### src/rtl/alu_arbiter_if.sv
// Bus bundle between the two requesters, the shared ALU and the response consumer.
// The arbiter takes the slave view; whatever surrounds it takes the master view.
interface alu_arbiter_if #(
    parameter int DW = 32
);
    logic          req0_valid;
    logic          req0_ready;
    logic [2:0]    req0_op;
    logic [DW-1:0] req0_a;
    logic [DW-1:0] req0_b;
    logic          req1_valid;
    logic          req1_ready;
    logic [2:0]    req1_op;
    logic [DW-1:0] req1_a;
    logic [DW-1:0] req1_b;
    logic [2:0]    alu_op;
    logic [DW-1:0] alu_a;
    logic [DW-1:0] alu_b;
    logic [DW-1:0] alu_r;
    logic          alu_z;
    logic          rsp_valid;
    logic          rsp_ready;
    logic          rsp_id;
    logic [DW-1:0] rsp_r;
    logic          rsp_z;
    logic          rsp_err;
    logic          busy;

    modport slave (
        input  req0_valid, req0_op, req0_a, req0_b,
        input  req1_valid, req1_op, req1_a, req1_b,
        input  alu_r, alu_z, rsp_ready,
        output req0_ready, req1_ready,
        output alu_op, alu_a, alu_b,
        output rsp_valid, rsp_id, rsp_r, rsp_z, rsp_err, busy
    );

    modport master (
        output req0_valid, req0_op, req0_a, req0_b,
        output req1_valid, req1_op, req1_a, req1_b,
        output alu_r, alu_z, rsp_ready,
        input  req0_ready, req1_ready,
        input  alu_op, alu_a, alu_b,
        input  rsp_valid, rsp_id, rsp_r, rsp_z, rsp_err, busy
    );
endinterface

### src/rtl/alu_arbiter.sv
// Round-robin front end for one shared combinational ALU: accepts one op at a time,
// holds operands on the ALU through the execute window, then returns the result.
module alu_arbiter #(
    parameter int DW         = 32,
    parameter int MUL_CYCLES = 2
) (
    input  logic         clk,
    input  logic         rst,
    alu_arbiter_if.slave bus
);
    // A zero-width counter is illegal, so keep at least one bit when MUL_CYCLES is 0.
    localparam int CW = (MUL_CYCLES > 0) ? $clog2(MUL_CYCLES + 1) : 1;
    localparam logic [2:0] OP_MUL = 3'b100;

    typedef enum logic [1:0] {IDLE, EXEC, RESP} state_t;

    state_t        r_state;
    logic          r_rr;
    logic [CW-1:0] r_cnt;
    logic [2:0]    r_alu_op;
    logic [DW-1:0] r_alu_a;
    logic [DW-1:0] r_alu_b;
    logic          r_rsp_valid;
    logic          r_rsp_id;
    logic [DW-1:0] r_rsp_r;
    logic          r_rsp_z;
    logic          r_rsp_err;

    logic          w_grant0;
    logic          w_grant1;
    logic [2:0]    w_op;
    logic [DW-1:0] w_a;
    logic [DW-1:0] w_b;

    // On a tie the requester that did not win last time goes first.
    always_comb begin
        w_grant0 = 1'b0;
        w_grant1 = 1'b0;
        if (r_state == IDLE) begin
            w_grant0 = bus.req0_valid && (!bus.req1_valid || r_rr);
            w_grant1 = bus.req1_valid && (!bus.req0_valid || !r_rr);
        end
    end

    assign w_op = w_grant1 ? bus.req1_op : bus.req0_op;
    assign w_a  = w_grant1 ? bus.req1_a  : bus.req0_a;
    assign w_b  = w_grant1 ? bus.req1_b  : bus.req0_b;

    always_ff @(posedge clk) begin
        if (rst) begin
            r_state     <= IDLE;
            r_rr        <= 1'b1;
            r_cnt       <= '0;
            r_alu_op    <= '0;
            r_alu_a     <= '0;
            r_alu_b     <= '0;
            r_rsp_valid <= 1'b0;
            r_rsp_id    <= 1'b0;
            r_rsp_r     <= '0;
            r_rsp_z     <= 1'b0;
            r_rsp_err   <= 1'b0;
        end else begin
            case (r_state)
                IDLE: begin
                    if (w_grant0 || w_grant1) begin
                        r_alu_op <= w_op;
                        r_alu_a  <= w_a;
                        r_alu_b  <= w_b;
                        r_rsp_id <= w_grant1;
                        r_rr     <= w_grant1;
                        r_cnt    <= (w_op == OP_MUL) ? CW'(MUL_CYCLES) : '0;
                        r_state  <= EXEC;
                    end
                end
                EXEC: begin
                    if (r_cnt == '0) begin
                        r_rsp_r     <= bus.alu_r;
                        r_rsp_z     <= bus.alu_z;
                        r_rsp_err   <= (r_alu_op == 3'b000) || (r_alu_op == 3'b111);
                        r_rsp_valid <= 1'b1;
                        r_state     <= RESP;
                    end else begin
                        r_cnt <= r_cnt - 1'b1;
                    end
                end
                RESP: begin
                    if (bus.rsp_ready) begin
                        r_rsp_valid <= 1'b0;
                        r_state     <= IDLE;
                    end
                end
                default: r_state <= IDLE;
            endcase
        end
    end

    assign bus.req0_ready = w_grant0;
    assign bus.req1_ready = w_grant1;
    assign bus.alu_op     = r_alu_op;
    assign bus.alu_a      = r_alu_a;
    assign bus.alu_b      = r_alu_b;
    assign bus.rsp_valid  = r_rsp_valid;
    assign bus.rsp_id     = r_rsp_id;
    assign bus.rsp_r      = r_rsp_r;
    assign bus.rsp_z      = r_rsp_z;
    assign bus.rsp_err    = r_rsp_err;
    assign bus.busy       = (r_state != IDLE);
endmodule

### src/flat_wrapper.sv
// flat-port wrapper written by rule: the top's interface ports become plain ports
module alu_arbiter_flat 
#(
    parameter int DW         = 32,
    parameter int MUL_CYCLES = 2
)
  (clk, rst, bus_req0_valid, bus_req0_op, bus_req0_a, bus_req0_b, bus_req1_valid, bus_req1_op, bus_req1_a, bus_req1_b, bus_alu_r, bus_alu_z, bus_rsp_ready, bus_req0_ready, bus_req1_ready, bus_alu_op, bus_alu_a, bus_alu_b, bus_rsp_valid, bus_rsp_id, bus_rsp_r, bus_rsp_z, bus_rsp_err, bus_busy);
  alu_arbiter_if #(.DW(DW)) bus_i ();
  input  logic clk;
  input  logic rst;
  input wire logic [$bits(bus_i.req0_valid)-1:0] bus_req0_valid;
  input wire logic [$bits(bus_i.req0_op)-1:0] bus_req0_op;
  input wire logic [$bits(bus_i.req0_a)-1:0] bus_req0_a;
  input wire logic [$bits(bus_i.req0_b)-1:0] bus_req0_b;
  input wire logic [$bits(bus_i.req1_valid)-1:0] bus_req1_valid;
  input wire logic [$bits(bus_i.req1_op)-1:0] bus_req1_op;
  input wire logic [$bits(bus_i.req1_a)-1:0] bus_req1_a;
  input wire logic [$bits(bus_i.req1_b)-1:0] bus_req1_b;
  input wire logic [$bits(bus_i.alu_r)-1:0] bus_alu_r;
  input wire logic [$bits(bus_i.alu_z)-1:0] bus_alu_z;
  input wire logic [$bits(bus_i.rsp_ready)-1:0] bus_rsp_ready;
  output wire logic [$bits(bus_i.req0_ready)-1:0] bus_req0_ready;
  output wire logic [$bits(bus_i.req1_ready)-1:0] bus_req1_ready;
  output wire logic [$bits(bus_i.alu_op)-1:0] bus_alu_op;
  output wire logic [$bits(bus_i.alu_a)-1:0] bus_alu_a;
  output wire logic [$bits(bus_i.alu_b)-1:0] bus_alu_b;
  output wire logic [$bits(bus_i.rsp_valid)-1:0] bus_rsp_valid;
  output wire logic [$bits(bus_i.rsp_id)-1:0] bus_rsp_id;
  output wire logic [$bits(bus_i.rsp_r)-1:0] bus_rsp_r;
  output wire logic [$bits(bus_i.rsp_z)-1:0] bus_rsp_z;
  output wire logic [$bits(bus_i.rsp_err)-1:0] bus_rsp_err;
  output wire logic [$bits(bus_i.busy)-1:0] bus_busy;
  assign bus_i.req0_valid = bus_req0_valid;
  assign bus_i.req0_op = bus_req0_op;
  assign bus_i.req0_a = bus_req0_a;
  assign bus_i.req0_b = bus_req0_b;
  assign bus_i.req1_valid = bus_req1_valid;
  assign bus_i.req1_op = bus_req1_op;
  assign bus_i.req1_a = bus_req1_a;
  assign bus_i.req1_b = bus_req1_b;
  assign bus_i.alu_r = bus_alu_r;
  assign bus_i.alu_z = bus_alu_z;
  assign bus_i.rsp_ready = bus_rsp_ready;
  assign bus_req0_ready = bus_i.req0_ready;
  assign bus_req1_ready = bus_i.req1_ready;
  assign bus_alu_op = bus_i.alu_op;
  assign bus_alu_a = bus_i.alu_a;
  assign bus_alu_b = bus_i.alu_b;
  assign bus_rsp_valid = bus_i.rsp_valid;
  assign bus_rsp_id = bus_i.rsp_id;
  assign bus_rsp_r = bus_i.rsp_r;
  assign bus_rsp_z = bus_i.rsp_z;
  assign bus_rsp_err = bus_i.rsp_err;
  assign bus_busy = bus_i.busy;
  alu_arbiter #(.DW(DW), .MUL_CYCLES(MUL_CYCLES)) u_core (.clk(clk), .rst(rst), .bus(bus_i));
endmodule
### config.mk
export PLATFORM = sky130hd
export DESIGN_NAME = alu_arbiter_flat
export DESIGN_NICKNAME = d
export VERILOG_FILES = /design/src/rtl/alu_arbiter_if.sv /design/src/rtl/alu_arbiter.sv /design/src/flat_wrapper.sv
export SDC_FILE = /design/constraint.sdc
export NUM_CORES = 1
export LEC_CHECK = 0
export CAP_MARGIN = 25
export CORE_ASPECT_RATIO = 2
export CORE_MARGIN = 2
export CORE_UTILIZATION = 33
export CTS_CLUSTER_SIZE = 10
export DETAILED_ROUTE_END_ITERATION = 16
export PLACE_DENSITY = 0.81
export SETUP_SLACK_MARGIN = 0.5
export SLEW_MARGIN = 40
export SYNTH_ARGS = -nofsm -noshare
export SYNTH_HDL_FRONTEND = slang
export SYNTH_SLANG_ARGS = --single-unit
### constraint.sdc
create_clock -name clk -period 1.6 [get_ports clk]
set_clock_uncertainty 0.2 [all_clocks]
set_input_delay 0.16 -clock clk [delete_from_list [all_inputs] [get_ports clk]]
set_output_delay 0.16 -clock clk [all_outputs]
set_load 0.03 [all_outputs]
Word-level counts from Yosys, hierarchy flattened:

Cells that the tools add are included.

* add/subtract/negate cells: 1
* eq/ne operators: 8
* mux-type cells: 16
* reductions and logical operators: 20

Operators with widths (count)
* 32-bit 2-to-1 mux: 2
* 2-bit 2-to-1 mux: 6
* 3-bit AND reduction: 3
* 3-bit == test (second input constant): 2
* 2-bit inequality test (second input constant): 3
* 2-bit case mux with 3 select lines: 1
* 2-bit nonzero test: 3
* 2-bit logical NOT: 2
* 1-bit logical OR: 4
* 1-bit 2-to-1 mux: 4
* 2-bit case mux with 2 select lines: 1
* 2-bit AND reduction: 2
* 1-bit logical NOT: 3
* 3-bit logical NOT: 1
* 3-bit 2-to-1 mux: 1
* 2-bit by 1-bit == test with 1-bit output (second input constant): 1
* 2-bit == test (second input constant): 1
* 1-bit logical AND: 2
* 2-bit by 1-bit inequality test with 1-bit output (second input constant): 1
* 1-bit case mux with 2 select lines: 1
* 2-bit by 1-bit subtractor with 2-bit output (second input constant): 1

* register bits: 108
* input port bits: 172
* logic and storage cells: 56

Depth between registers and ports, before layout:

Gate-level depths: netlist (run 1).

* word-level depth: 9
* gate-level depth with buffers: 7
* mapped depth without buffers: 6

Worst setup path before layout (run 1):

Ideal clock, no wire load.

* kind: flip-flop to flip-flop
* from: reg u_core.r_state[1]
* to: reg u_core.r_cnt[1]
* setup time: 0.122 ns
* arrival time: 1.299 ns
* path slack: -0.021 ns
* cell stages (with the launch flop): 7
* cells stage by stage: dfxtp_1 -> nor3b_2 -> nand2_4 -> inv_4 -> buf_6 -> nor4b_1 -> o311a_1

* cells in the longest elaborated chain, start to end: 7
* elaborated cells between the ends (all ways): 14
* those cells by class: eq/ne: 4; mux: 6; reduce/logical: 4

RTL lines
* start, declared: line alu_arbiter.sv:17 `state_t r_state;`
* start signal, assigned: line alu_arbiter.sv:51 `r_state <= IDLE;`
* start signal, assigned: line alu_arbiter.sv:72 `r_state <= EXEC;`
* start signal, assigned: line alu_arbiter.sv:81 `r_state <= RESP;`
* 2-bit logical NOT: line alu_arbiter.sv:39, alu_arbiter.sv:63
* 1-bit 2-to-1 mux: line alu_arbiter.sv:39 `if (r_state == IDLE) begin`
* 3-bit 2-to-1 mux: line alu_arbiter.sv:45 `assign w_op = w_grant1 ? bus.req1_op : bus.req0_op;`
* 3-bit == test: line alu_arbiter.sv:71 `r_cnt <= (w_op == OP_MUL) ? CW'(MUL_CYCLES) : '0;`
* 2-bit 2-to-1 mux: line alu_arbiter.sv:71
* 2-bit 2-to-1 mux: line alu_arbiter.sv:65 `if (w_grant0 || w_grant1) begin`
* 2-bit case mux with 2 select lines: line alu_arbiter.sv:63 `case (r_state)`
* end signal, assigned: line alu_arbiter.sv:71
* end signal, assigned: line alu_arbiter.sv:83 `r_cnt <= r_cnt - 1'b1;`
* end, declared: line alu_arbiter.sv:19 `logic [CW-1:0] r_cnt;`

Several ways; a longest one is shown, not always the timed one. The select of a mux whose other input is x is not followed.
A chain may end at the register's enable or synchronous reset.

Worst setup path after layout (run 1):

* from: reg u_core.r_state[0]
* to: reg u_core.r_alu_b[22] (netlist: u_core.bus.alu_b[22])

* cells in the longest elaborated chain, start to end: 4
* elaborated cells between the ends (all ways): 6
* those cells by class: mux: 3; reduce/logical: 3

RTL lines
* 2-bit logical NOT *: line alu_arbiter.sv:39, alu_arbiter.sv:63
* 1-bit 2-to-1 mux: line alu_arbiter.sv:39
* 1-bit logical OR: line alu_arbiter.sv:65
* 2-bit AND reduction (no line)
* end signal, assigned: line alu_arbiter.sv:68 `r_alu_b <= w_b;`
* end, declared: line alu_arbiter.sv:22 `logic [DW-1:0] r_alu_b;`

Every way passes the cells marked *; elsewhere a longest branch is shown, timed or not.

==> results of run 1 <==
## timing repair
item,in CTS,in global routing
gates resized for setup,890,127
endpoints found under the hold margin,15,0
buffers inserted,35,46
gates cloned,18,5
endpoints found under the setup margin,214,214
pin swaps,26,36
## cells in the final DEF (no fill, tap or decap), drive strengths merged
cell type / Yosys / layout
bufbuf: 0 / 2
a31oi: 1 / 1
nor3b: 2 / 2
and2: 2 / 3
nand3b: 1 / 1
and2b: 1 / 1
nor4b: 2 / 2
mux2i: 1 / 1
ha: 1 / 1
nor3: 67 / 67
inv: 6 / 9
dfxtp: 108 / 108
clkbuf: 18 / 13
clkdlybuf4s50: 0 / 169
a21oi: 40 / 40
nand2b: 1 / 1
nand2: 74 / 74
or3: 1 / 1
nand3: 1 / 1
mux2: 1 / 1
o21ai: 1 / 1
nor4: 67 / 67
o311a: 1 / 1
dlygate4sd2: 0 / 1
clkinv: 0 / 4
or2: 1 / 1
buf: 30 / 234
a311oi: 1 / 1
nor2: 143 / 143
## path summary, 6_finish.rpt
kind / startpoint / end / slack, ns / cells past startpoint
worst min-delay path: rst / u_core.bus.alu_b[31] / 0.01 / 2
worst max register to register: u_core.r_state[0] / u_core.bus.alu_b[22] / -0.17 / 7
worst min register to register: u_core.bus.rsp_r[30] / u_core.bus.rsp_r[30] / 0.26 / 2
worst max-delay path: u_core.r_state[0] / u_core.bus.alu_b[22] / -0.17 / 7
## power by group through the flow
| stage | logic [mW] | clock network [mW] | registers [mW] |
|---|---|---|---|
| 3_3_place_gp | 3.35 | 0 | 3.31 |
| 2_1_floorplan | 1.17 | 0 | 4.00 |
| 6_report | 5.15 | 2.15 | 3.44 |
| 5_1_grt | 5.40 | 2.31 | 3.47 |
| 4_1_cts | 4.43 | 2.19 | 3.40 |
| 3_5_place_dp | 3.39 | 0 | 3.32 |
## critical path: cells and delay by family, from the launching register on
kind,cells,cell delay [ns]
AND/OR/NAND/NOR,4,0.63
flip-flops,1,0.37
buffers and inverters,3,0.46
## state kept, by name (all words and copies together), names as in the netlist
signal and cells:
u_core.bus.rsp_z 1, u_core.bus.rsp_id 1, u_core.bus.rsp_err 1, u_core.r_state 2, u_core.bus.alu_a 32, u_core.bus.rsp_valid 1, u_core.bus.alu_b 32, u_core.bus.rsp_r 32
u_core.bus.alu_op 3, u_core.r_cnt 2, u_core.r_rr 1
## metal layers
layer  routed length (um)  part of all wire, %  vias up  track usage (%)
met5                    0                    0        -                0
met4                  867                  4.0        0            10.35
met3                 1339                  6.2       63            5.175
met2                12170                   57      277            50.65
met1                 7057                   33     2736            28.01
li1                     -                    -     2706                -
## cell type report
class	instances	area (um2)
well taps	152	190.2
clock buffers	9	225.2
inverters	6	30.03
clock inverters	7	50.05
fillers	782	2974
multi-input cells	411	2522
flip-flops and latches	108	2320
repair buffers	410	4681
## synth_stat cells
master,count
and2b_1,1
nand2_4,1
buf_4,17
o311a_1,1
nor2_4,1
nand2b_1,1
inv_4,1
mux2i_1,1
a21oi_1,40
nor2_1,142
nor4_1,66
nor4b_1,2
nor3_1,67
buf_6,2
clkbuf_1,18
nand2_1,73
buf_2,11
ha_1,1
a311oi_1,1
mux2_2,1
a31oi_1,1
and2_1,2
inv_1,5
nor4_2,1
dfxtp_1,108
o21ai_0,1
or3_1,1
nand3_1,1
or2_1,1
nand3b_1,1
nor3b_1,1
nor3b_2,1
## kinds of logic after synthesis
logic type | count (synthesis)
AO/OA/AOI/OAI | 44
adder cells (fa/ha/maj) | 1
buffers and inverters | 54
flip-flops | 108
multiplexers | 2
AND/OR/NAND/NOR | 363
==> results.yml, run 1 <==
outcome:
  outcome: "complete, but fails checks"
  violations: "setup timing"
clock_network:
  cts_tree: "built"
  cts_buffers: 9
  root_buffer: "clkbuf_16"
  clk_path_buf_depth: 2
  clk_latency_ns: 0.35
  clkSinkCount: 108
  cts_max_level: 3
  clk_pin_slew_worst_paths_ns: 0.08
finish:
  area_delta_synth_final_pct: 127.5
  drive_gt1_share_pct: 51.31
  layout.cells.non_filler: 1103
  final_area_um2: 10020
  final_util_pct: 77.11
  antenna_cells: 0
  fin_nets: 1119
sta:
  rsz0062_at_grt: "true"
  tightestPinTransition_ns: 0.3107
  max_freq_mhz: 563.9
  hold_slack_ns: 0.01367
  finalMaxSlewViolations: 0
  worst_slack_ns: -0.1734
  slew_headroom_pct: 79.09
  finalCritPeriodShare_pct: 110.8
  finalHoldViolCount: 0
  fin_tns_setup_ns: -5.811
  post-route-min-period_ns: 1.773
  setup_viol: 102
power_and_ir_drop:
  p_leak_nw: 4.118
  finalPower_mw: 10.74
  p_comb_share_pct: 47.9
  pwr-share-seq_pct: 32.0
  irDropWorstVdd_v: 0.0007348
  p_clk_share_pct: 20.1
  p_int_mw: 6.910
  p_sw_share_pct: 35.66
  switchingPower_mw: 3.830
  power.density_nw_per_um2: 1072
floorplanning:
  initial_utilization_pct: 33.89
  boundaryPins: 278
  core_area_um2: 12990
  die_w_um: 85.68
  row_count: 59
  die_h_um: 167.4
  die_area_um2: 14340
synthesis:
  muxShareOfSynthArea_pct: 0.4831
  synth_compound_area_share_pct: 5.229
  synth_top_area_share_pct: 49.10
  syn-num-nets: 745
  synthCells: 572
  synthXorXnorAreaFrac_pct: 0
  synth_area_leader_cell: "dfxtp_1"
  ys_seq_elements: 108
  ys_types: 32
  syn_area_um2: 4403
  yosys_warnings: 0
  synth_top_family_by_area: "simple AND/OR/NAND/NOR gates"
  synth-simple-area-share_pct: 38.14
  synth_area_leaders: "dfxtp_1, nor2_1, nor4_1, nor3_1, nand2_1"
  synth.avg_cell_area_um2: 7.698
  synth_seq_area_share_pct: 49.10
  synth_fa_ha_area_share_pct: 0.2842
grt:
  grt_pass1_vias: 5576
  overflow: 0
  gr-usage-all-layers_pct: 26.70
  grt_start_max_net_pins: 36
  grt_first_pass_wirelength_um: 29730
  antenna_found_initial: 0
place:
  post-place-cells: 983
  port_buffers: 277
  placed_cell_area_um2: 7535
  post-place-ws_ns: -0.3920
  dp_hpwl_um: 11950
  place_congestion: 0.9134
setup_path:
  crit_arrival_ns: 1.81
  start_kind: "register"
  crit_path_end_kind: "register"
  crit_path_top_delay_cell: "dfxtp_4"
  worstPathRequired_ns: 1.64
  cp_cell_sequence: "nor3b_4 -> nand2_4 -> inv_8 -> buf_4 -> bufbuf_16 -> nor3_1 -> nor4_1"
  path_max_fanout: 7
  critical_path.max_stage_delay_ns: 0.37
  path_class: "register to register"
routing:
  avgViaCountPerCell: 5.242
  wl_per_cell_um: 19.43
  num_vias: 5782
  drtPass1Iterations: 4
  drt_wl_total_um: 21430
  first_iter_violations: 267
  drcViolationCount: 0
  postRouteAntennaNets: 0
job:
  cap_violations: 0
min_path:
  hold_path_class: "primary input to register"
No activity file was read; power rests on OpenSTA's default activity.
==> run 2: changes to the inputs <==
--- a/config.mk
+++ b/config.mk
@@ -5,6 +5,7 @@
 export SDC_FILE = /design/constraint.sdc
 export NUM_CORES = 1
 export LEC_CHECK = 0
+export ABC_CLOCK_PERIOD_IN_PS = 1600
 export CAP_MARGIN = 25
 export CORE_ASPECT_RATIO = 2
 export CORE_MARGIN = 2
==> constraint.sdc (replaced) <==
create_clock -name clk -period 1.6 [get_ports clk]
set_clock_uncertainty 0.2 [all_clocks]
set_input_delay 0.32 -clock clk [delete_from_list [all_inputs] [get_ports clk]]
set_output_delay 0.32 -clock clk [all_outputs]
set_load 0.03 [all_outputs]
==> run 2 against run 1 <==
The run still ends with setup timing left; highest routed layer unchanged; count of clock-buffer cells in the layout is 1 higher; final area hardly changed; die area stayed put; routed wire length is 5.0% higher; fmax is 6.9% lower; first-iteration DRC count is 23% lower; register-to-register slack worse by 0.09 ns; largest power group unchanged; core utilization is 0.067 points lower; clock power is 3% higher; sequential share of layout area is 0.080 points lower.
==> results.yml, run 2 (synthesis gave the netlist of run 1 again) <==
clock_network:
  cts_buffers: 9
  clk_pin_slew_worst_paths_ns: 0.07
  root_buffer: "clkbuf_16"
  clkSinkCount: 108
  clk_path_buf_depth: 2
  cts_max_level: 3
  cts_tree: "built"
  clk_latency_ns: 0.35
floorplanning:
  boundaryPins: 278
  core_area_um2: 12990
  initial_utilization_pct: 33.89
  die_area_um2: 14340
  die_w_um: 85.68
  row_count: 59
  die_h_um: 167.4
finish:
  antenna_cells: 0
  fin_nets: 1094
  drive_gt1_share_pct: 50.43
  final_cell_mix: "clkdlybuf4s50_1, nor2_1, buf_6"
  multi_input_area_um2: 2555
  area_delta_synth_final_pct: 127.3
  final_common_cell: "clkdlybuf4s50_1"
  register_area_um2: 2310
  final_util_pct: 77.04
  fill_cells: 794
  layout.cells.non_filler: 1078
routing:
  drt_wl_total_um: 22500
  drcViolationCount: 0
  first_iter_violations: 205
  avgViaCountPerCell: 5.302
  wl_per_cell_um: 20.87
  drtPass1Iterations: 4
  num_vias: 5716
  postRouteAntennaNets: 0
setup_path:
  path_max_fanout: 3
  path_class: "register to output pin"
  worstPathRequired_ns: 1.08
  crit_arrival_ns: 1.38
  start_kind: "register"
  crit_path_end_kind: "output pin"
  startpoint: "u_core.r_state[1]"
  reg2reg_from: "u_core.r_state[1]"
job:
  cap_violations: 0
sta:
  finalHoldViolCount: 0
  max_freq_mhz: 525.1
  hold_slack_ns: 0.1916
  worst_slack_ns: -0.3046
  post-route-min-period_ns: 1.905
  finalMaxSlewViolations: 0
  tightestPinTransition_ns: 0.3104
  setup_viol: 105
  slew_headroom_pct: 79.30
  finalCritPeriodShare_pct: 119.0
  rsz0062_at_grt: "true"
grt:
  gr-usage-all-layers_pct: 25.60
  grt_first_pass_wirelength_um: 28620
  grt_start_max_net_pins: 35
  grt_pass1_vias: 5489
  antenna_found_initial: 0
  overflow: 0
power_and_ir_drop:
  irDropWorstVdd_v: 0.001024
  finalPower_mw: 10.67
  power.density_nw_per_um2: 1066
  p_leak_nw: 4.144
min_path:
  hold_path_class: "primary input to register"
  hold_start: "rst"
outcome:
  outcome: "complete, but fails checks"
  violations: "setup timing"
place:
  port_buffers: 277
  post-place-cells: 989
  place_congestion: 0.8906
  post-place-ws_ns: -0.5956
  dp_hpwl_um: 12080
## run 2: stage by stage
stage | TNS (ns) | cell area (um2)
CTS | -12.97 | 8960
finish | -16.51 | 10010
detailed placement | -36.76 | 7736
global placement | -32.78 | 7736
global route | -23.00 | 10010
floorplan | 0 | 4508
## run 2: final cells by class
type                       instances  share of cell area (%)
multi-input combinational        410                   25.52
sequential                       108                   23.08
clock buffer                      10                   2.387
inverter                           6                  0.2500
tap                              152                   1.900
timing repair buffer             386                   46.41
clock inverter                     6                  0.4500
## run 2: where the power goes
part	internal (mW)	switching, mW	leakage [nW]	total, mW
Combinational	2.60	2.43	3.07	5.03
Sequential	3.14	0.303	0.930	3.44
Clock	1.12	1.09	0.144	2.21
## run 2: routing by layer
| layer | part of all wire (%) | global-route usage (%) | vias up |
|---|---|---|---|
| li1 | - | - | 2643 |
| met1 | 33 | 26.84 | 2698 |
| met2 | 56 | 46.50 | 285 |
| met3 | 4.9 | 4.830 | 90 |
| met4 | 6.6 | 14.29 | 0 |
| met5 | 0 | 0 | - |
## run 2: worst paths after layout
| kind | to | slack, ns | cells after the start |
|---|---|---|---|
| setup / recovery | bus_req0_ready | -0.30 | 6 |
| hold / removal | u_core.bus.rsp_err | 0.19 | 2 |
| setup reg to reg | u_core.bus.rsp_r[26] | -0.26 | 7 |
| hold reg to reg | u_core.bus.rsp_r[8] | 0.27 | 2 |
## run 2: timing repair
item                                    4_1_cts  5_1_grt
endpoints found under the hold margin         0        0
hold buffers                                  0        0
pin swaps                                    19       45
resized for setup                           749      155
gates cloned                                 10       13
endpoints found under the setup margin      214      214
setup buffers                                23       27
## run 2: worst max-delay path: stages, from the launching register on
cell and delay, ns:
dfxtp_4 0.37, buf_12 0.13, nor2_4 0.11, buf_6 0.12
nand2_4 0.05, a21oi_4 0.11, buf_6 0.15
==> run 3: changes to the inputs <==
--- a/config.mk
+++ b/config.mk
@@ -7,12 +7,12 @@
 export LEC_CHECK = 0
 export ABC_CLOCK_PERIOD_IN_PS = 1600
 export CAP_MARGIN = 25
-export CORE_ASPECT_RATIO = 2
+export CORE_ASPECT_RATIO = 0.75
 export CORE_MARGIN = 2
 export CORE_UTILIZATION = 33
 export CTS_CLUSTER_SIZE = 10
 export DETAILED_ROUTE_END_ITERATION = 16
-export PLACE_DENSITY = 0.81
+export PLACE_DENSITY = 0.88
 export SETUP_SLACK_MARGIN = 0.5
 export SLEW_MARGIN = 40
 export SYNTH_ARGS = -nofsm -noshare
==> run 3 against run 2 <==
The flow still finishes with violations (setup timing); fmax is 3.9% higher; non-clock buffer count is 14 higher; combinational power is 3% higher; first-iteration DRC count is 40% higher; global-route usage is 0.78 points lower; largest cell class unchanged; sequential cell count stayed put; total power is 1.6% higher; setup slack better by 0.072 ns; routed wire length is 0.91% higher; sequential share of layout area is 0.40 points lower; critical path type is now register to register.
==> results.yml, run 3 (synthesis gave the netlist of run 1 again) <==
routing:
  postRouteAntennaNets: 0
  drt_wl_total_um: 22710
  drcViolationCount: 0
  drtPass1Iterations: 4
  num_vias: 5886
  wl_per_cell_um: 20.44
  avgViaCountPerCell: 5.298
  first_iter_violations: 288
sta:
  worst_slack_ns: -0.2329
  rsz0062_at_grt: "true"
  setup_viol: 99
  finalMaxSlewViolations: 0
  tightestPinTransition_ns: 0.3337
  finalHoldViolCount: 0
  slew_headroom_pct: 77.55
  finalCritPeriodShare_pct: 114.6
  max_freq_mhz: 545.6
  post-route-min-period_ns: 1.833
floorplanning:
  die_h_um: 104.0
  row_count: 36
  initial_utilization_pct: 33.82
  boundaryPins: 278
  die_w_um: 137.4
  core_area_um2: 13020
  die_area_um2: 14290
power_and_ir_drop:
  irDropWorstVdd_v: 0.0006828
  p_leak_nw: 4.165
  power.density_nw_per_um2: 1063
finish:
  area_delta_synth_final_pct: 131.7
  antenna_cells: 0
  final_cell_mix: "clkdlybuf4s50_1, buf_6, dfxtp_2"
  layout.cells.non_filler: 1111
  final_area_um2: 10200
  fin_nets: 1108
  drive_gt1_share_pct: 54.26
  final_util_pct: 78.38
  final_common_cell: "clkdlybuf4s50_1"
clock_network:
  clk_pin_slew_worst_paths_ns: 0.08
  cts_tree: "built"
  cts_max_level: 3
  clk_path_buf_depth: 2
  cts_buffers: 9
  clkSinkCount: 108
  clk_latency_ns: 0.34
  root_buffer: "clkbuf_16"
setup_path:
  start_kind: "register"
  path_class: "register to register"
  reg2reg_from: "u_core.r_state[0]"
  worstPathRequired_ns: 1.63
  reg2reg_depth: 7
  startpoint: "u_core.r_state[0]"
  crit_arrival_ns: 1.86
  r2r-end: "u_core.bus.alu_b[24]"
  crit_end: "u_core.bus.alu_b[24]"
  path_max_fanout: 10
  rrSetupSlack_ns: -0.23
  crit_path_end_kind: "register"
grt:
  antenna_found_initial: 0
  grt_pass1_vias: 5527
  grt_first_pass_wirelength_um: 27930
  grt_start_max_net_pins: 35
  overflow: 0
  gr-usage-all-layers_pct: 24.82
place:
  post-place-cells: 1003
  port_buffers: 277
  dp_hpwl_um: 11470
  placed_cell_area_um2: 7612
  place_congestion: 0.7918
job:
  cap_violations: 0
outcome:
  violations: "setup timing"
  outcome: "complete, but fails checks"
min_path:
  hold_path_class: "primary input to register"
run 3: changes by cell type in the layout (fill, tap and decap cells not counted), sizes merged:
cell | previous run | this run
bufbuf | 0 | 3
clkinv | 2 | 3
clkinvlp | 0 | 1
clkbuf | 20 | 18
buf | 206 | 218
inv | 10 | 9
run 3: layer usage:
layer | vias to the layer above | global-route usage, % | wire (um) | part of all wire [%]
met4 | 0 | 7.879 | 609 | 2.7
li1 | 2680 | - | - | -
met3 | 60 | 8.382 | 1967 | 8.7
met2 | 316 | 42.71 | 11250 | 50
met1 | 2830 | 28.76 | 8879 | 39
met5 | - | 0 | 0 | 0
run 3: layout make-up:
class,count,area (um2)
fillers,747,2814
well taps,171,214.0
multi-input cells,410,2696
repair buffers,400,4657
flip-flops and latches,108,2313
inverters,6,30.03
clock inverters,7,67.56
clock buffers,9,225.2
run 3: report_power, final:
| part | total (mW) | switching, mW | internal [mW] |
|---|---|---|---|
| Combinational | 5.17 | 2.53 | 2.64 |
| Sequential | 3.44 | 0.303 | 3.14 |
| Clock | 2.24 | 1.14 | 1.10 |
run 3: what timing repair did:
action	4_1_cts	5_1_grt
hold buffers	0	0
gates resized for setup	813	165
gates cloned	12	12
pin swaps	30	54
endpoints found under the setup margin	214	214
buffers inserted	27	41
run 3: per-stage QoR:
| stage | setup slack [ns] | power [mW] | TNS, ns | hold slack (ns) |
|---|---|---|---|---|
| after CTS | -0.2008 | 9.839 | -7.476 | 0.1162 |
| after detailed placement | -0.6525 | 6.735 | -39.02 | 0.2463 |
| after floorplan | 0.06946 | 5.148 | 0 | 0.2581 |
| after global placement | -0.5574 | 6.680 | -33.99 | 0.2420 |
| final | -0.2329 | 10.84 | -9.356 | 0.1196 |
| after global routing | -0.3624 | 11.25 | -15.47 | 0.1239 |
run 3: worst min-delay path by stage:
stage               depth (start not counted)  slack (ns)            startpoint                   end
finish                                      2        0.12                   rst  u_core.bus.alu_b[16]
global route                                2        0.12                   rst  u_core.bus.alu_a[20]
CTS                                         2        0.12                   rst  u_core.bus.alu_b[16]
detailed placement                          2        0.25   u_core.bus.rsp_r[0]   u_core.bus.rsp_r[0]
global placement                            2        0.24  u_core.bus.rsp_r[13]  u_core.bus.rsp_r[13]
floorplan                                   2        0.26           u_core.r_rr           u_core.r_rr
run 3: worst max-delay path, stage by stage, from the launching register on:
cell and delay, ns:
dfxtp_4 0.37, nor3b_4 0.25, nand2_4 0.10, buf_4 0.15, buf_12 0.14, bufbuf_16 0.28
nor2_1 0.13, nor4_1 0.08
